$ cat src/rtl/prirv32_lsu_ctrl.sv
// priRV32 load/store sequencer: computes the effective address, checks op/alignment,
// runs one valid/ready bus transaction and returns extended load data to writeback.
module prirv32_lsu_ctrl #(
  parameter int TIMEOUT_CYCLES = 255,
  parameter int CNT_W          = 8
) (
  input  logic        clk_in,
  input  logic        rst_n,
  input  logic        ls_valid,
  output logic        ls_ready,
  input  logic [7:0]  ls_op,
  input  logic [31:0] rs1_val,
  input  logic [31:0] rs2_val,
  input  logic [31:0] imm_val,
  input  logic [4:0]  rd_idx,
  output logic        mem_valid,
  input  logic        mem_ready,
  output logic [31:0] mem_addr,
  output logic [31:0] mem_wdata,
  output logic [3:0]  mem_wstrb,
  input  logic [31:0] mem_rdata,
  output logic        wb_valid,
  output logic [4:0]  wb_rd,
  output logic [31:0] wb_data,
  output logic        ls_done,
  output logic        err_misalign,
  output logic        err_illegal,
  output logic        err_bus,
  output logic [31:0] err_addr
);

  typedef enum logic [1:0] {IDLE, BUS, RESP, ERR} state_t;

  localparam bit               TO_EN   = (TIMEOUT_CYCLES != 0);
  localparam logic [CNT_W-1:0] TO_LAST = CNT_W'(TIMEOUT_CYCLES - 1);

  state_t            state, state_nxt;
  logic [31:0]       ea_q, rs2_q, err_addr_q, wb_data_q;
  logic [7:0]        op_q;
  logic [4:0]        rd_q, wb_rd_q;
  logic              illegal_q;
  logic [CNT_W-1:0]  cnt_q;

  logic [31:0] ea_in;
  logic        accept, op_onehot, in_half, in_word, in_misalign;
  logic        is_load, timeout_hit;
  logic [7:0]  byte_sel;
  logic [15:0] half_sel;
  logic [31:0] load_res, st_wdata;
  logic [3:0]  st_strb;

  assign ea_in       = rs1_val + imm_val;
  assign accept      = ls_valid && (state == IDLE);
  assign op_onehot   = (ls_op != 8'd0) && ((ls_op & (ls_op - 8'd1)) == 8'd0);
  assign in_half     = ls_op[6] | ls_op[3] | ls_op[1];
  assign in_word     = ls_op[5] | ls_op[0];
  assign in_misalign = (in_half && ea_in[0]) || (in_word && (ea_in[1:0] != 2'b00));
  assign is_load     = |op_q[7:3];
  // Ready arriving on the last allowed cycle takes priority over the timeout.
  assign timeout_hit = TO_EN && (state == BUS) && !mem_ready && (cnt_q == TO_LAST);

  always_comb begin
    case (ea_q[1:0])
      2'd0:    byte_sel = mem_rdata[7:0];
      2'd1:    byte_sel = mem_rdata[15:8];
      2'd2:    byte_sel = mem_rdata[23:16];
      default: byte_sel = mem_rdata[31:24];
    endcase
    half_sel = ea_q[1] ? mem_rdata[31:16] : mem_rdata[15:0];
    load_res = mem_rdata;
    if (op_q[7])      load_res = {{24{byte_sel[7]}}, byte_sel};
    else if (op_q[6]) load_res = {{16{half_sel[15]}}, half_sel};
    else if (op_q[4]) load_res = {24'd0, byte_sel};
    else if (op_q[3]) load_res = {16'd0, half_sel};
  end

  always_comb begin
    st_strb  = 4'b0000;
    st_wdata = 32'd0;
    if (op_q[2]) begin
      st_strb  = 4'b0001 << ea_q[1:0];
      st_wdata = {4{rs2_q[7:0]}};
    end else if (op_q[1]) begin
      st_strb  = 4'b0011 << ea_q[1:0];
      st_wdata = {2{rs2_q[15:0]}};
    end else if (op_q[0]) begin
      st_strb  = 4'b1111;
      st_wdata = rs2_q;
    end
  end

  always_ff @(posedge clk_in or negedge rst_n) begin
    if (!rst_n) state <= IDLE;
    else        state <= state_nxt;
  end

  always_comb begin
    state_nxt = state;
    case (state)
      IDLE: if (accept) state_nxt = (!op_onehot || in_misalign) ? ERR : BUS;
      BUS: begin
        if (mem_ready)        state_nxt = RESP;
        else if (timeout_hit) state_nxt = IDLE;
      end
      RESP:    state_nxt = IDLE;
      default: state_nxt = IDLE;
    endcase
  end

  always_comb begin
    ls_ready     = (state == IDLE);
    mem_valid    = 1'b0;
    mem_addr     = 32'd0;
    mem_wdata    = 32'd0;
    mem_wstrb    = 4'b0000;
    wb_valid     = 1'b0;
    ls_done      = 1'b0;
    err_misalign = 1'b0;
    err_illegal  = 1'b0;
    err_bus      = 1'b0;
    case (state)
      BUS: begin
        mem_valid = 1'b1;
        mem_addr  = {ea_q[31:2], 2'b00};
        mem_wdata = st_wdata;
        mem_wstrb = st_strb;
        err_bus   = timeout_hit;
        ls_done   = timeout_hit;
      end
      RESP: begin
        ls_done  = 1'b1;
        wb_valid = is_load && (rd_q != 5'd0);
      end
      ERR: begin
        ls_done      = 1'b1;
        err_illegal  = illegal_q;
        err_misalign = !illegal_q;
      end
      default: ;
    endcase
  end

  assign wb_data  = wb_data_q;
  assign wb_rd    = wb_rd_q;
  assign err_addr = ((state == ERR) || timeout_hit) ? ea_q : err_addr_q;

  always_ff @(posedge clk_in or negedge rst_n) begin
    if (!rst_n) begin
      ea_q       <= 32'd0;
      rs2_q      <= 32'd0;
      op_q       <= 8'd0;
      rd_q       <= 5'd0;
      illegal_q  <= 1'b0;
      cnt_q      <= '0;
      err_addr_q <= 32'd0;
      wb_data_q  <= 32'd0;
      wb_rd_q    <= 5'd0;
    end else begin
      if (accept) begin
        ea_q      <= ea_in;
        rs2_q     <= rs2_val;
        op_q      <= ls_op;
        rd_q      <= rd_idx;
        illegal_q <= !op_onehot;
      end
      if (state == BUS) begin
        if (mem_ready || timeout_hit) cnt_q <= '0;
        else                          cnt_q <= cnt_q + CNT_W'(1);
        if (mem_ready && is_load) begin
          wb_data_q <= load_res;
          wb_rd_q   <= rd_q;
        end
      end
      if ((state == ERR) || timeout_hit) err_addr_q <= ea_q;
    end
  end

endmodule

$ cat config.mk
export PLATFORM = sky130hd
export DESIGN_NAME = prirv32_lsu_ctrl
export DESIGN_NICKNAME = d
export VERILOG_FILES = /design/src/rtl/prirv32_lsu_ctrl.sv
export SDC_FILE = /design/constraint.sdc
export NUM_CORES = 1
export LEC_CHECK = 0
export BUFFER_PORTS_ARGS = -buffer_cell sky130_fd_sc_hd__buf_2
export CELL_PAD_IN_SITES_DETAIL_PLACEMENT = 1
export CELL_PAD_IN_SITES_GLOBAL_PLACEMENT = 2
export CORE_ASPECT_RATIO = 0.6
export CORE_MARGIN = 4
export CORE_UTILIZATION = 24
export DETAILED_ROUTE_END_ITERATION = 12
export GPL_TIMING_DRIVEN = 0
export MAX_ROUTING_LAYER = met4
export PLACE_DENSITY_LB_ADDON = 0.05
export SLEW_MARGIN = 20
export SYNTH_ARGS = -nofsm -noshare
export SYNTH_HDL_FRONTEND = slang
export SYNTH_SLANG_ARGS = --single-unit
$ cat constraint.sdc
create_clock -name clk_in -period 7.1 [get_ports clk_in]
set_input_delay 1.42 -clock clk_in [delete_from_list [all_inputs] [get_ports clk_in]]
set_output_delay 1.42 -clock clk_in [all_outputs]
set_load 0.05 [all_outputs]
==> metrics list <==
* Sum Neg Setup Slack: 0 ns
- Number of hold buffers added after CTS: 0
* Number of nets still failing antenna checks after routing: 0
* Synthesized instance count: 1042
- Of all nets on the critical path, the largest fanout is 10.
* Fraction of the yosys area taken by sequential cells: 43.2%
- Run status: finished clean
- The final critical path takes up 66.3% of the cycle.
- Across all register-to-register paths, the minimum setup slack is 3.66 ns.
- At the pin with the least slew margin, the transition time is 0.973 ns.
* Sequential cell area: 3930 µm²
- The worst register-to-register path begins at ea_q[1]$_DFFE_PN0P_.
- Post-Synthesis Mean Instance Area: 8.72 µm²
- Bufs on Longest Clock Path: 2
* Count of unresolved DRC violations after routing: 0
- Most common library cell in the layout ignoring fill and taps: sky130_fd_sc_hd__buf_2
- CTS root buf: sky130_fd_sc_hd__clkbuf_16
* Leftover overflow at the end of global routing: 0
- The die covers 41100 µm².
- Unrepaired setup endpoints after global routing: no
- H-tree levels: 4
- Standard cell with the maximum stage delay on the critical path: sky130_fd_sc_hd__mux2_2
* Std cell rows: 54
- Startpoint-to-endpoint class of the critical path: input port to output port
- The count of final hold-check violations came to 0.
* Post-synth cell types: 66
- Cell depth of the worst hold path: 2
- CP arrival: 3.29 ns
* TritonCTS clock tree: yes
- Across the VDD grid, the largest voltage drop is 0.238 mV.
- The top cell types in the final layout, fill and taps aside, are sky130_fd_sc_hd__buf_2, sky130_fd_sc_hd__nand2_1, sky130_fd_sc_hd__dfrtp_1, sky130_fd_sc_hd__o21ai_0, sky130_fd_sc_hd__a21oi_1.
- In the final layout, the multi-input gates occupy 4800 µm².
* Routability-driven placement congestion ratio: 0.835
- Post-DR wirelength/cell: 20.0 µm
* Crit path required time: 5.68 ns
- Endpoint of the worst register-to-register path: wb_data[25]$_DFFE_PN0P_
- During placement, the flow inserted port buffers numbering 286.
* Number of buffers inserted during clock tree synthesis: 17
- Of the cells placed in the final design, the portion with a size suffix greater than 1 is 28.6%.
- The area growth from synthesis to layout is 29.6%.
- Entering global routing, the biggest net connects 82 pins.
- The first global-routing pass estimated 57.2 mm of wire.
- Synthesis inferred 157 register bits.
- The startpoint identified for the worst hold timing path is wb_data[4]$_DFFE_PN0P_.
- DRT iter0 DRCs: 421
- Drt first pass iters: 5
- Core Area: 36800 µm²
* Number of maximum-capacitance violations: 0
- Worst slew margin relative to its limit: 34.7%
- Starting Density: 24.7%
- Hold Path Sink: wb_data[4]$_DFFE_PN0P_
- The later pin in the worst-skew pair is clocked with a latency of 0.45 ns.
* Lkg Pwr: 0.00589 µW
- Min Clock Period, post-route: 4.71 ns
- Top achievable clock speed: 212 MHz
* Type of the tightest min-delay check: register to register
- Traced cell by cell, the critical path runs through buf_2 -> nor3b_1 -> nand2b_1 -> clkbuf_1 -> buf_2 -> mux2_2 -> buf_2.
* Post-detailed-placement half-perimeter wirelength: 29.4 mm
* Post-layout net count: 1532
* Asr flop ratio synth: 100%
- Drt total wl: 37.4 mm
- Number of failing setup endpoints in the final timing report: 0
* Vertical extent of the die: 159 µm
* Number of pins exceeding their max-slew limit in the final report: 0
- Setup Buffers After CTS: 0
* Sort of element at the end of the critical path: output port
* Number of flops mapped to enable cells by yosys: 0
* PD cells: 500 nW/µm²
- Hold is met by 0.473 ns.
* GRT Resource Usage Total: 18.6%
- Clock skew on the completed layout was measured at 0.0126 ns.
- 289 I/O pins were placed.
- The filler cells instantiated in the layout total 4440.
- The number of antenna violations at the first check in global routing is 5.
- Crit path largest cell delay: 0.40 ns
- Vias in the first global route: 9096
- Clock-pin slew on the worst setup and hold paths: 0.07 ns
* Crit path top cell by count: sky130_fd_sc_hd__buf_2
- Mapped Area: 9090 µm²
- Counting cells, the worst reg-to-reg path comes to 9.
- STA classifies the critical path startpoint as an input port.
- Post-CTS sizing: 0
- The die is 259 µm wide.
- Number of clock sinks seen by CTS: 157
- After detailed routing, the number of vias per cell comes to 4.61.
- Vias after detailed routing: 8632
- For this run, the leading register cell type out of synthesis is sky130_fd_sc_hd__dfrtp_1.
- Yosys printed 0 warnings.
## through the flow
| step | worst slack, ns | instance area [µm²] | utilization (%) | power, µW | cells |
|---|---|---|---|---|---|
| floorplan | 1.95 | 9090 | - | 3940 | 1043 |
| global placement | 1.62 | 11200 | 30.3 | 4970 | 1833 |
| detailed placement | 2.37 | 11200 | 30.4 | 5010 | 1834 |
| CTS | 2.35 | 11800 | 32.0 | 5990 | 1866 |
| global route | 2.16 | 11800 | 32.0 | 6300 | 1871 |
| finish | 2.39 | 11800 | 32.0 | 5890 | 1871 |
## worst max-delay path by stage
stage | from | endpoint | slack (ns) | cells past startpoint
final | mem_ready | err_addr[29] | 2.39 | 7
after global routing | cnt_q[0]$_DFFE_PN0P_ | err_addr[24] | 2.16 | 10
after CTS | mem_ready | err_addr[29] | 2.35 | 7
after detailed placement | mem_ready | err_addr[23] | 2.37 | 7
after global placement | rst_n | rs2_q[20]$_DFFE_PN0P_ | 1.62 | 1
after floorplan | mem_ready | err_addr[10] | 1.95 | 5
## cell families after synthesis
| kind of cell | share of synthesized area, % |
|---|---|
| simple gates | 19.5 |
| other cells | 0.0413 |
| xor+xnor | 3.18 |
| compound gates | 16.4 |
| flops | 43.2 |
| mux | 8.34 |
| buf+inv | 4.05 |
| fa+ha+maj | 5.31 |
## final cells by class
cell class                      instances  share of cell area (%)
Buffer                                 59                    2.26
Sequential cell                       157                    33.3
Timing Repair Buffer                  287                    12.5
Inverter                               27                   0.860
Tap cell                              504                    5.35
Antenna cell                            5                   0.106
Multi-Input combinational cell        800                    40.7
Clock inverter                          9                   0.934
Clock buffer                           23                    3.97
## critical path: cells and delay by family
kind                   cells  cell delay, ns
AND/OR/NAND/NOR            2            0.45
multiplexers               1            0.40
buffers and inverters      4            1.01
## sequential cells by signal, summed over array words and instances, names as in the netlist
| register | count |
|---|---|
| err_addr_q | 32 |
| cnt_q | 8 |
| rd_q | 5 |
| ea_q | 32 |
| wb_rd | 5 |
| op_q | 8 |
| rs2_q | 32 |
| illegal_q | 1 |
| wb_data | 32 |
| state | 2 |
## metal layers
| metal | GRT usage (%) | routed length (µm) |
|---|---|---|
| met5 | - | 0 |
| met4 | 4.78 | 452 |
| met3 | 2.77 | 1370 |
| met2 | 27.2 | 16400 |
| met1 | 27.0 | 19300 |
## cells in the mapped netlist, drive strengths merged, types with 2 or more instances
| master | count | area [µm²] |
|---|---|---|
| dfrtp | 157 | 3930 |
| a222oi | 8 | 80.1 |
| xor2 | 17 | 149 |
| o211ai | 3 | 27.5 |
| nor2 | 56 | 210 |
| mux2 | 46 | 518 |
| ha | 37 | 463 |
| a211oi | 2 | 15.0 |
| mux2i | 24 | 240 |
| a21o | 11 | 85.1 |
| nand2 | 246 | 926 |
| o31ai | 7 | 67.6 |
| o21ai | 97 | 485 |
| and3 | 2 | 12.5 |
| nand2b | 5 | 31.3 |
| nand3b | 2 | 15.0 |
| or3 | 5 | 31.3 |
| a21oi | 87 | 439 |
| o21bai | 5 | 37.5 |
| o221ai | 2 | 17.5 |
| nor2b | 5 | 31.3 |
| nor3 | 8 | 45.0 |
| a31oi | 7 | 43.8 |
| nor4 | 2 | 12.5 |
| buf | 19 | 116 |
| nand4 | 4 | 25.0 |
| inv | 26 | 97.6 |
| clkbuf | 40 | 150 |
| nor3b | 2 | 15.0 |
| and2 | 41 | 258 |
| nand3 | 22 | 110 |
| or2 | 2 | 12.5 |
| a22oi | 7 | 52.6 |
| o21a | 2 | 15.0 |
| xnor2 | 16 | 140 |
| o31a | 2 | 18.8 |
## report_power, final
group	internal (µW)	leakage, µW	switching (µW)	total [µW]
sequential	1300	0.00196	277	1580
clock	538	0.000274	406	943
combinational	887	0.00365	2490	3370
Power figures use the tool's default switching activity.
